<file path="config.mk">
export PLATFORM = sky130hd
export DESIGN_NAME = mux10_serializer_flat
export DESIGN_NICKNAME = d
export VERILOG_FILES = /design/src/rtl/mux10_serializer_pkg.sv /design/src/rtl/mux10_serializer_if.sv /design/src/rtl/mux10_serializer_sel_counter.sv /design/src/rtl/mux10_serializer.sv /design/src/flat_wrapper.sv
export SDC_FILE = /design/constraint.sdc
export NUM_CORES = 1
export LEC_CHECK = 0
export CORE_MARGIN = 10
export CORE_UTILIZATION = 30
export DETAILED_ROUTE_END_ITERATION = 12
export DONT_BUFFER_PORTS = 1
export GPL_ROUTABILITY_DRIVEN = 0
export PLACE_DENSITY = 0.44
export SETUP_SLACK_MARGIN = 0.2
export SLEW_MARGIN = 15
export SYNTH_ARGS = -nofsm -noshare
export SYNTH_HDL_FRONTEND = slang
export SYNTH_SLANG_ARGS = --single-unit
export TNS_END_PERCENT = 50
</file>
<file path="constraint.sdc">
create_clock -name clk -period 4.2 [get_ports clk]
set_input_delay 0.21 -clock clk [delete_from_list [all_inputs] [get_ports clk]]
set_output_delay 0.21 -clock clk [all_outputs]
set_load 0.005 [all_outputs]
</file>
<file path="src/rtl/mux10_serializer_pkg.sv">
// Shared types and constants for the 10-bit word serializer.
// SER_MSB_FIRST_EN selects MSB-first bit order (default LSB-first).
package mux10_serializer_pkg;
  localparam int WORD_W = 10;
  localparam int SEL_W  = 4;
  localparam int MUX_W  = 16;

  typedef enum logic [0:0] {IDLE, SHIFT} state_t;

`ifdef SER_MSB_FIRST_EN
  localparam logic [SEL_W-1:0] FIRST_IDX  = 4'd9;
  localparam logic [SEL_W-1:0] FINAL_IDX  = 4'd0;
  localparam bit               COUNT_DOWN = 1'b1;
`else
  localparam logic [SEL_W-1:0] FIRST_IDX  = 4'd0;
  localparam logic [SEL_W-1:0] FINAL_IDX  = 4'd9;
  localparam bit               COUNT_DOWN = 1'b0;
`endif
endpackage

</file>
<file path="src/rtl/mux10_serializer_if.sv">
// Word input, mux drive/return and serial output bundle of mux10_serializer.
interface mux10_serializer_if;
  import mux10_serializer_pkg::*;

  logic              in_valid;
  logic              in_ready;
  logic [WORD_W-1:0] in_data;
  logic [MUX_W-1:0]  mux_i;
  logic [SEL_W-1:0]  mux_s;
  logic              mux_y;
  logic              ser_valid;
  logic              ser_ready;
  logic              ser_data;
  logic              ser_last;

  // master: environment side (word source, external mux, bit sink)
  modport master (
    output in_valid, in_data, mux_y, ser_ready,
    input  in_ready, mux_i, mux_s, ser_valid, ser_data, ser_last
  );

  modport slave (
    input  in_valid, in_data, mux_y, ser_ready,
    output in_ready, mux_i, mux_s, ser_valid, ser_data, ser_last
  );
endinterface

</file>
<file path="src/rtl/mux10_serializer_sel_counter.sv">
// 4-bit mux select counter: load to the first index, step toward the final
// index on enable, and flag when the final index is reached.
module mux10_serializer_sel_counter
  import mux10_serializer_pkg::*;
(
  input  logic             clk,
  input  logic             rst_n,
  input  logic             load,
  input  logic             en,
  output logic [SEL_W-1:0] idx,
  output logic             is_final
);
  assign is_final = (idx == FINAL_IDX);

  // Stepping stops at the final index so the select never leaves 0..9.
  always_ff @(posedge clk) begin
    if (!rst_n)
      idx <= '0;
    else if (load)
      idx <= FIRST_IDX;
    else if (en && !is_final)
      idx <= COUNT_DOWN ? idx - SEL_W'(1) : idx + SEL_W'(1);
  end
endmodule

</file>
<file path="src/rtl/mux10_serializer.sv">
// Holds a 10-bit word on an external 10:1 mux, walks the select, and
// registers each mux output bit into a valid/ready serial stream.
// Bit order is set by SER_MSB_FIRST_EN (see package).
module mux10_serializer
  import mux10_serializer_pkg::*;
(
  input logic               clk,
  input logic               rst_n,
  mux10_serializer_if.slave bus
);
  state_t            state, state_nxt;
  logic              accept, cap, in_rdy;
  logic              is_final;
  logic [SEL_W-1:0]  idx;
  logic [WORD_W-1:0] word;
  logic              sv, sd, sl;

  mux10_serializer_sel_counter u_sel (
    .clk      (clk),
    .rst_n    (rst_n),
    .load     (accept),
    .en       (cap),
    .idx      (idx),
    .is_final (is_final)
  );

  always_ff @(posedge clk) begin
    if (!rst_n) state <= IDLE;
    else        state <= state_nxt;
  end

  always_comb begin
    state_nxt = state;
    in_rdy    = 1'b0;
    accept    = 1'b0;
    cap       = 1'b0;
    case (state)
      IDLE: begin
        in_rdy = 1'b1;
        accept = bus.in_valid;
        if (accept) state_nxt = SHIFT;
      end
      SHIFT: begin
        cap = !sv || bus.ser_ready;
        if (cap && is_final) state_nxt = IDLE;
      end
      default: state_nxt = IDLE;
    endcase
  end

  // A capture overrides a consume, so a freed slot refills with no bubble.
  always_ff @(posedge clk) begin
    if (!rst_n) begin
      word <= '0;
      sv   <= 1'b0;
      sd   <= 1'b0;
      sl   <= 1'b0;
    end else begin
      if (accept) word <= bus.in_data;
      if (cap) begin
        sd <= bus.mux_y;
        sv <= 1'b1;
        sl <= is_final;
      end else if (sv && bus.ser_ready) begin
        sv <= 1'b0;
        sl <= 1'b0;
      end
    end
  end

  assign bus.in_ready  = in_rdy;
  assign bus.mux_i     = {{(MUX_W-WORD_W){1'b0}}, word};
  assign bus.mux_s     = idx;
  assign bus.ser_valid = sv;
  assign bus.ser_data  = sd;
  assign bus.ser_last  = sl;
endmodule

</file>
<file path="src/flat_wrapper.sv">
// flat-port wrapper written by rule: the top's interface ports become plain ports
module mux10_serializer_flat import mux10_serializer_pkg::*;
  (clk, rst_n, bus_in_valid, bus_in_data, bus_mux_y, bus_ser_ready, bus_in_ready, bus_mux_i, bus_mux_s, bus_ser_valid, bus_ser_data, bus_ser_last);
  mux10_serializer_if bus_i ();
  input logic clk;
  input logic rst_n;
  input wire logic [$bits(bus_i.in_valid)-1:0] bus_in_valid;
  input wire logic [$bits(bus_i.in_data)-1:0] bus_in_data;
  input wire logic [$bits(bus_i.mux_y)-1:0] bus_mux_y;
  input wire logic [$bits(bus_i.ser_ready)-1:0] bus_ser_ready;
  output wire logic [$bits(bus_i.in_ready)-1:0] bus_in_ready;
  output wire logic [$bits(bus_i.mux_i)-1:0] bus_mux_i;
  output wire logic [$bits(bus_i.mux_s)-1:0] bus_mux_s;
  output wire logic [$bits(bus_i.ser_valid)-1:0] bus_ser_valid;
  output wire logic [$bits(bus_i.ser_data)-1:0] bus_ser_data;
  output wire logic [$bits(bus_i.ser_last)-1:0] bus_ser_last;
  assign bus_i.in_valid = bus_in_valid;
  assign bus_i.in_data = bus_in_data;
  assign bus_i.mux_y = bus_mux_y;
  assign bus_i.ser_ready = bus_ser_ready;
  assign bus_in_ready = bus_i.in_ready;
  assign bus_mux_i = bus_i.mux_i;
  assign bus_mux_s = bus_i.mux_s;
  assign bus_ser_valid = bus_i.ser_valid;
  assign bus_ser_data = bus_i.ser_data;
  assign bus_ser_last = bus_i.ser_last;
  mux10_serializer u_core (.clk(clk), .rst_n(rst_n), .bus(bus_i));
endmodule
</file>
==> metrics.md, run 1 <==
| Metric | Value |
|---|---|
| Core area | `around 2500 µm²` |
| Iter 0 DRT Violations | `31` |
| Synth top area share | `44.4%` |
| CTS Hold Bufs | `0` |
| WS Path Type | `reg -> reg` |
| # DRC | `0` |
| Die W | `72.0 µm` |
| F_max | `~650 MHz` |
| Synth area leaders | `dfxtp_1 (44%), a21boi_0 (11%), nand2_1 (11%)` |
| CTS HTree Levels | `1` |
| Crit path max-delay family | `simple AND/OR/NAND/NOR gates` |
| Critical Path Fanout Max | `5` |
| Setup WS post-layout | `2.67 ns` |
| Final slew viol count | `0` |
| Critical Path AT | `1.76 ns` |
| Pwr Density | `381 nW/µm²` |
| Share of post-route cells with drive strength above 1 | `5.32%` |
| Port bufs | `0` |
| Worst rel slew slack | `65.1%` |
| Synth area leader | `dfxtp_1` |
| Vias/cell | `4.95` |
| CTS Sinks | `18` |
| Critical Path RT | `4.43 ns` |
| Post-DP Area | `around 800 µm²` |
| 1st-pass router iterations | `4` |
| Post-place setup slack | `2.71 ns` |
| Worst hold path depth | `1` |
| Maxcap violations | `0` |
| Initial antenna violation count | `0` |
| HP Class | `in -> reg` |
| Min Tclk post-route | `1.53 ns` |
| Post-CTS sizing | `0` |
| Clock buffer count from CTS | `3` |
| Die area | `5190 µm²` |
| Crit-path cells | `inv_1 -> ha_1 -> and3b_1 -> or4_1 -> a21oi_1` |
| Worst-path clk slew | `0.11 ns` |
| Worst Path Buf+Inv | `1` |
| GRT Total Usage | `7.78%` |
| Vias in the first global route | `660` |
| Pleak | `between 0.3 and 0.4 nW` |
| Mapped cell area | `just over 800 µm²` |
| Clock buffer depth | `2` |
| Hold endpoint | `u_core.bus.ser_last$_SDFFE_PN0P_` |
| Nets | `112` |
| Hpwl dp | `1.52 mm` |
| Final ANT Viol Nets | `0` |
| Mapped Cells | `95` |
| Layout area overhead | `3.54%` |
| R2R Path Start | `u_core.u_sel.idx[1]$_SDFFE_PP0P_` |
| Sequential share of the synthesized area | `44.4%` |
| Worst clock skew | `0.00186 ns` |
| TritonCTS clock tree | `yes` |
| Largest net degree at the start of global routing | `18` |
| Die Y | `~70 µm` |
| Final Hold Fails | `0` |
| Final setup vio count | `0` |
| Clock insertion delay at the later pin of the skew report | `a little under 0.3 ns` |
| Synth unique cells | `29` |
| End of the worst register-to-register path | `u_core.u_sel.idx[0]$_SDFFE_PP0P_` |
| Final WL | `2.02 mm` |
| First-pass GRT wire length | `roughly 3.2 mm` |
| Io pins | `39` |
| Post-route design area | `841 µm²` |
| Total grt overflow | `0` |
| Startpoint types | `flop` |
| Syn_area_per_cell | `8.55 µm²` |
| Worst-margin pin slew | `approximately 0.52 ns` |
| Worst VDD drop | `0.000178 V` |
| Setup Buffers After CTS | `0` |
| Setup tns final | `0 ns` |
| Critical path endpoint category | `flop` |
| CP max stage delay | `0.45 ns` |
| Vias after detailed routing | `~610` |
| Setup slack, reg-to-reg | `2.67 ns` |
| CP max stage cell | `dfxtp_1` |
| Core Rows | `18` |
| Status | `finished clean` |
| Yosys reg bits | `18` |
| Initial Util | `32.2%` |
| Drt wl/cell | `16.3 µm` |
| Clk Tree Root Cell | `clkbuf_4` |
| RSZ-0062 raised after global routing | `no` |
| Min-delay src | `rst_n` |
| ANT cells | `0` |
| R2R depth | `5` |
| Final Util | `33.3%` |
| Warnings, synthesis | `0` |
| Final Cycle Share | `roughly 36%` |
## worst max path at each step
stage	start	endpoint	slack [ns]	cells after the start
floorplan	u_core.u_sel.idx[1]$_SDFFE_PP0P_	u_core.u_sel.idx[0]$_SDFFE_PP0P_	2.84	5
global placement	u_core.u_sel.idx[1]$_SDFFE_PP0P_	u_core.u_sel.idx[0]$_SDFFE_PP0P_	2.78	5
detailed placement	u_core.u_sel.idx[1]$_SDFFE_PP0P_	u_core.u_sel.idx[0]$_SDFFE_PP0P_	2.71	5
CTS	u_core.u_sel.idx[1]$_SDFFE_PP0P_	u_core.u_sel.idx[0]$_SDFFE_PP0P_	2.67	5
global route	u_core.u_sel.idx[1]$_SDFFE_PP0P_	u_core.u_sel.idx[0]$_SDFFE_PP0P_	2.55	5
finish	u_core.u_sel.idx[1]$_SDFFE_PP0P_	u_core.u_sel.idx[0]$_SDFFE_PP0P_	2.67	5
## cell type report
| type | instances | area (µm²) |
|---|---|---|
| Inverter | 2 | 7.51 |
| Clock buffer | 4 | 36.3 |
| Sequential cell | 18 | 360 |
| Multi-Input combinational cell | 70 | 399 |
| Tap cell | 30 | 37.5 |
| Fill cell | 278 | 1680 |
## synth_stat cells
master     n
ha_1       2
nand2b_1   1
and2b_1    1
a31oi_1    1
dfxtp_1   18
or2b_1     1
buf_4      6
o21ai_0    3
and3b_1    1
nor2_1     1
o31ai_1    1
mux2i_1    1
o211a_1    1
or3_1      1
clkbuf_1   1
nor3_1     3
a211oi_1   2
or4_1      1
inv_2      1
a21boi_0  12
nor2b_1    1
nand2_1   23
inv_1      1
nand3_1    3
a21oi_1    1
buf_2      3
o21a_1     1
nand3b_1   2
conb_1     1
## per-layer routing
layer,vias up,global-route usage (%),share of wire (%)
met5,-,0,0
met4,0,1.29,0.74
met3,2,6.94,14
met2,24,12.6,47
met1,281,7.35,39
li1,307,-,-
## kinds of logic (layout without fill, tap and decap cells)
group | count (synthesis) | after routing | share of synthesized area, %
mux | 1 | 1 | 1.23
other cells | 1 | 6 | 0.462
flops | 18 | 18 | 44.4
fa+ha+maj | 2 | 2 | 3.08
buf+inv | 12 | 6 | 8.78
simple gates | 39 | 39 | 22.8
compound gates | 22 | 22 | 19.3
## placed cells by master, fill, tap and decap left out, types with 2 or more instances in the layout
cell and count:
nand2_1 23, o21ai_0 3, nor3_1 3, dfxtp_1 18
nand3b_1 2, a21boi_0 12, nand3_1 3, ha_1 2
a211oi_1 2, conb_1 6, clkbuf_4 3
## sequential cells by signal, summed over array words and instances, names as in the netlist
signal	count
u_core.bus.ser_valid	1
u_core.bus.ser_last	1
u_core.u_sel.idx	4
u_core.state	1
u_core.word	10
u_core.bus.ser_data	1
## power breakdown
part	internal (W)	total [W]	switching, W
Clock	0.0000528	0.000108	0.0000552
Sequential	0.000179	0.000188	0.00000883
Combinational	0.00000949	0.0000245	0.0000151
## through the flow
stage               total power, W  cells  hold WS [ns]
floorplan                 0.000215    100         0.355
CTS                       0.000327    124        0.0142
global placement          0.000216    120         0.334
detailed placement        0.000217    120         0.335
finish                    0.000321    124        0.0342
global route              0.000338    124        0.0132
Note: power is estimated with default switching activity, not from simulation.
==> inputs of run 2 (changes only) <==
- PLACE_DENSITY: 0.44 -> 0.45
- clock period: 4.2 -> 1.4 ns (I/O delays scaled with it)
==> run 2 against run 1 <==
  * The flow now finishes with violations (negative hold slack)
  * Clock skew grew 0.0016 ns
  * Non-clock buffer count grew 13
  * Final cell count grew 9.7%
  * Flip-flop and latch count is the same
  * Sequential power grew to 3.0 times the previous value
  * Final area grew 16%
  * Combinational power grew to 4.7 times the previous value
  * Critical path depth is the same
  * Global-route usage shrank 0.058 points
  * Routed wire length grew 0.69%
  * Critical path type unchanged
  * Die area is the same
==> metrics.md, run 2 (synthesis gave the netlist of run 1 again) <==
| Metric | Value |
|---|---|
| Status | `finished with violations` |
| Min-delay src | `rst_n` |
| Worst clock skew | `about 0.0035 ns` |
| Switching Fraction | `24.6%` |
| Drt wl/cell | `14.9 µm` |
| GRT Total Usage | `7.72%` |
| # DRC | `0` |
| Leading registers by flop count | `u_core.word x10, u_core.u_sel.idx x4` |
| Io pins | `39` |
| RSZ-0062 raised after global routing | `yes` |
| Maxcap violations | `0` |
| Vias after detailed routing | `666` |
| Core Rows | `18` |
| Largest reg by FF count | `u_core.word` |
| Die Y | `72.0 µm` |
| 1st-pass router iterations | `3` |
| Nets | `125` |
| Layout area overhead | `20.5%` |
| Pleak | `between 0.3 and 0.4 nW` |
| Clk Tree Root Cell | `clkbuf_4` |
| Total grt overflow | `0` |
| Hold slack | `-0.104 ns` |
| CP Launch Point | `u_core.u_sel.idx[1]$_SDFFE_PP0P_` |
| Crit-path cells | `inv_1 -> ha_2 -> and3b_1 -> or4_1 -> a21oi_1` |
| Failing checks | `negative hold slack` |
| WS Path Type | `reg -> reg` |
| Psw | `0.000227 W` |
| Startpoint types | `flop` |
| Final Hold Fails | `18` |
| Post-route design area | `between 900 and 1000 µm²` |
| Logic pwr share | `between 10 and 15%` |
| Final slew viol count | `0` |
| CTS HTree Levels | `1` |
| Worst VDD drop | `0.000720 V` |
| TritonCTS clock tree | `yes` |
| Most common cell after layout, fill and taps aside | `nand2_1` |
| Vias in the first global route | `683` |
| Clock Power Share | `around 27%` |
| Vias/cell | `a little under 5` |
| Pwr Density | `about 940 nW/µm²` |
| Clock insertion delay at the later pin of the skew report | `0.29 ns` |
| First-pass GRT wire length | `between 3 and 4 mm` |
| R2R depth | `5` |
| Critical Path RT | `about 1.6 ns` |
| Initial Util | `~32%` |
| CTS Hold Bufs | `8` |
| Seq pwr share | `60.5%` |
| Hpwl dp | `1.54 mm` |
| Setup tns final | `0 ns` |
| Final WL | `between 2 and 2.5 mm` |
| Share of post-route cells with drive strength above 1 | `16.0%` |
| CP max stage delay | `0.40 ns` |
| Clock buffer count from CTS | `3` |
| Setup slack, reg-to-reg | `0.06 ns` |
| Min Tclk post-route | `1.34 ns` |
| Iter 0 DRT Violations | `20` |
| HP Class | `in -> reg` |
| Setup crit end | `u_core.u_sel.idx[0]$_SDFFE_PP0P_` |
| ANT cells | `0` |
| Die W | `roughly 72 µm` |
| Post-DP Area | `between 800 and 900 µm²` |
| Port bufs | `0` |
| Largest net degree at the start of global routing | `18` |
| CP max stage cell | `or4_1` |
| Most frequent cells in the layout | `nand2_1 (23), dfxtp_1 (16), a21boi_0 (9), dlygate4sd3_1 (8), conb_1 (6)` |
| Critical Path AT | `1.57 ns` |
| Critical Path Fanout Max | `5` |
| Initial antenna violation count | `0` |
| Final setup vio count | `0` |
| CTS Sinks | `18` |
| R2R Path Start | `u_core.u_sel.idx[1]$_SDFFE_PP0P_` |
| Critical path endpoint category | `flop` |
| Clock buffer depth | `2` |
| Die area | `5190 µm²` |
| F_max | `between 700 and 800 MHz` |
| End of the worst register-to-register path | `u_core.u_sel.idx[0]$_SDFFE_PP0P_` |
| Final Cycle Share | `96.0%` |
| Core area | `2520 µm²` |
| Internal | `0.000697 W` |
| Final ANT Viol Nets | `0` |
| Worst-path clk slew | `about 0.10 ns` |
| Max FFs per register | `10` |
==> run 2: through the flow <==
| step | setup WS [ns] | cells | utilization, % | hold WS [ns] | power (W) |
|---|---|---|---|---|---|
| CTS | 0.0431 | 136 | 38.3 | -0.117 | 0.000942 |
| global placement | 0.0940 | 124 | 33.2 | 0.194 | 0.000659 |
| detailed placement | 0.0572 | 124 | 33.2 | 0.194 | 0.000662 |
| finish | 0.0558 | 136 | 38.8 | -0.104 | 0.000924 |
| global route | 0.0164 | 136 | 38.8 | -0.130 | 0.000989 |
| floorplan | 0.121 | 100 | - | 0.215 | 0.000647 |
==> run 2: worst min path at each step <==
stage / end / slack (ns) / depth (start not counted)
3_3_place_gp: u_core.bus.ser_last$_SDFFE_PN0P_ / 0.19 / 1
4_1_cts: u_core.bus.ser_last$_SDFFE_PN0P_ / -0.12 / 1
3_5_place_dp: u_core.bus.ser_last$_SDFFE_PN0P_ / 0.19 / 1
5_1_grt: u_core.bus.ser_last$_SDFFE_PN0P_ / -0.13 / 1
2_1_floorplan: u_core.word[4]$_SDFFE_PN0P_ / 0.21 / 2
6_report: u_core.bus.ser_last$_SDFFE_PN0P_ / -0.10 / 1
==> run 2: area by class of cell <==
type | instances | area [µm²]
inverters | 2 | 7.51
flip-flops and latches | 18 | 365
repair buffers | 13 | 121
clock buffers | 3 | 22.5
well taps | 30 | 37.5
multi-input cells | 70 | 424
fillers | 278 | 1540
==> run 2: worst max-delay path: cells and delay by family, from the launching register on <==
| family | cells | cell delay (ns) |
|---|---|---|
| buf+inv | 1 | 0.04 |
| compound gates | 1 | 0.13 |
| simple gates | 2 | 0.57 |
| fa+ha+maj | 1 | 0.16 |
| flops | 1 | 0.38 |
==> run 2: routing by layer <==
metal	up-vias	global-route usage [%]	wire, µm
li1	330	-	-
met1	307	8.04	772
met2	27	11.9	918
met3	2	6.53	330
met4	0	1.29	9
met5	-	0	0
==> run 2: repair_timing <==
item                                    4_1_cts  5_1_grt
pin swaps                                     1        1
endpoints found under the hold margin        18       17
gates resized for setup                       6        6
setup buffers                                 1        0
endpoints found under the setup margin       15       15
==> run 2: power groups by stage <==
stage | logic, W | clock network [W] | registers (W)
6_report | 0.000116 | 0.000250 | 0.000559
5_1_grt | 0.000133 | 0.000292 | 0.000565
4_1_cts | 0.000109 | 0.000272 | 0.000561
3_5_place_dp | 0.0000885 | 0 | 0.000573
3_3_place_gp | 0.0000859 | 0 | 0.000573
2_1_floorplan | 0.0000784 | 0 | 0.000568
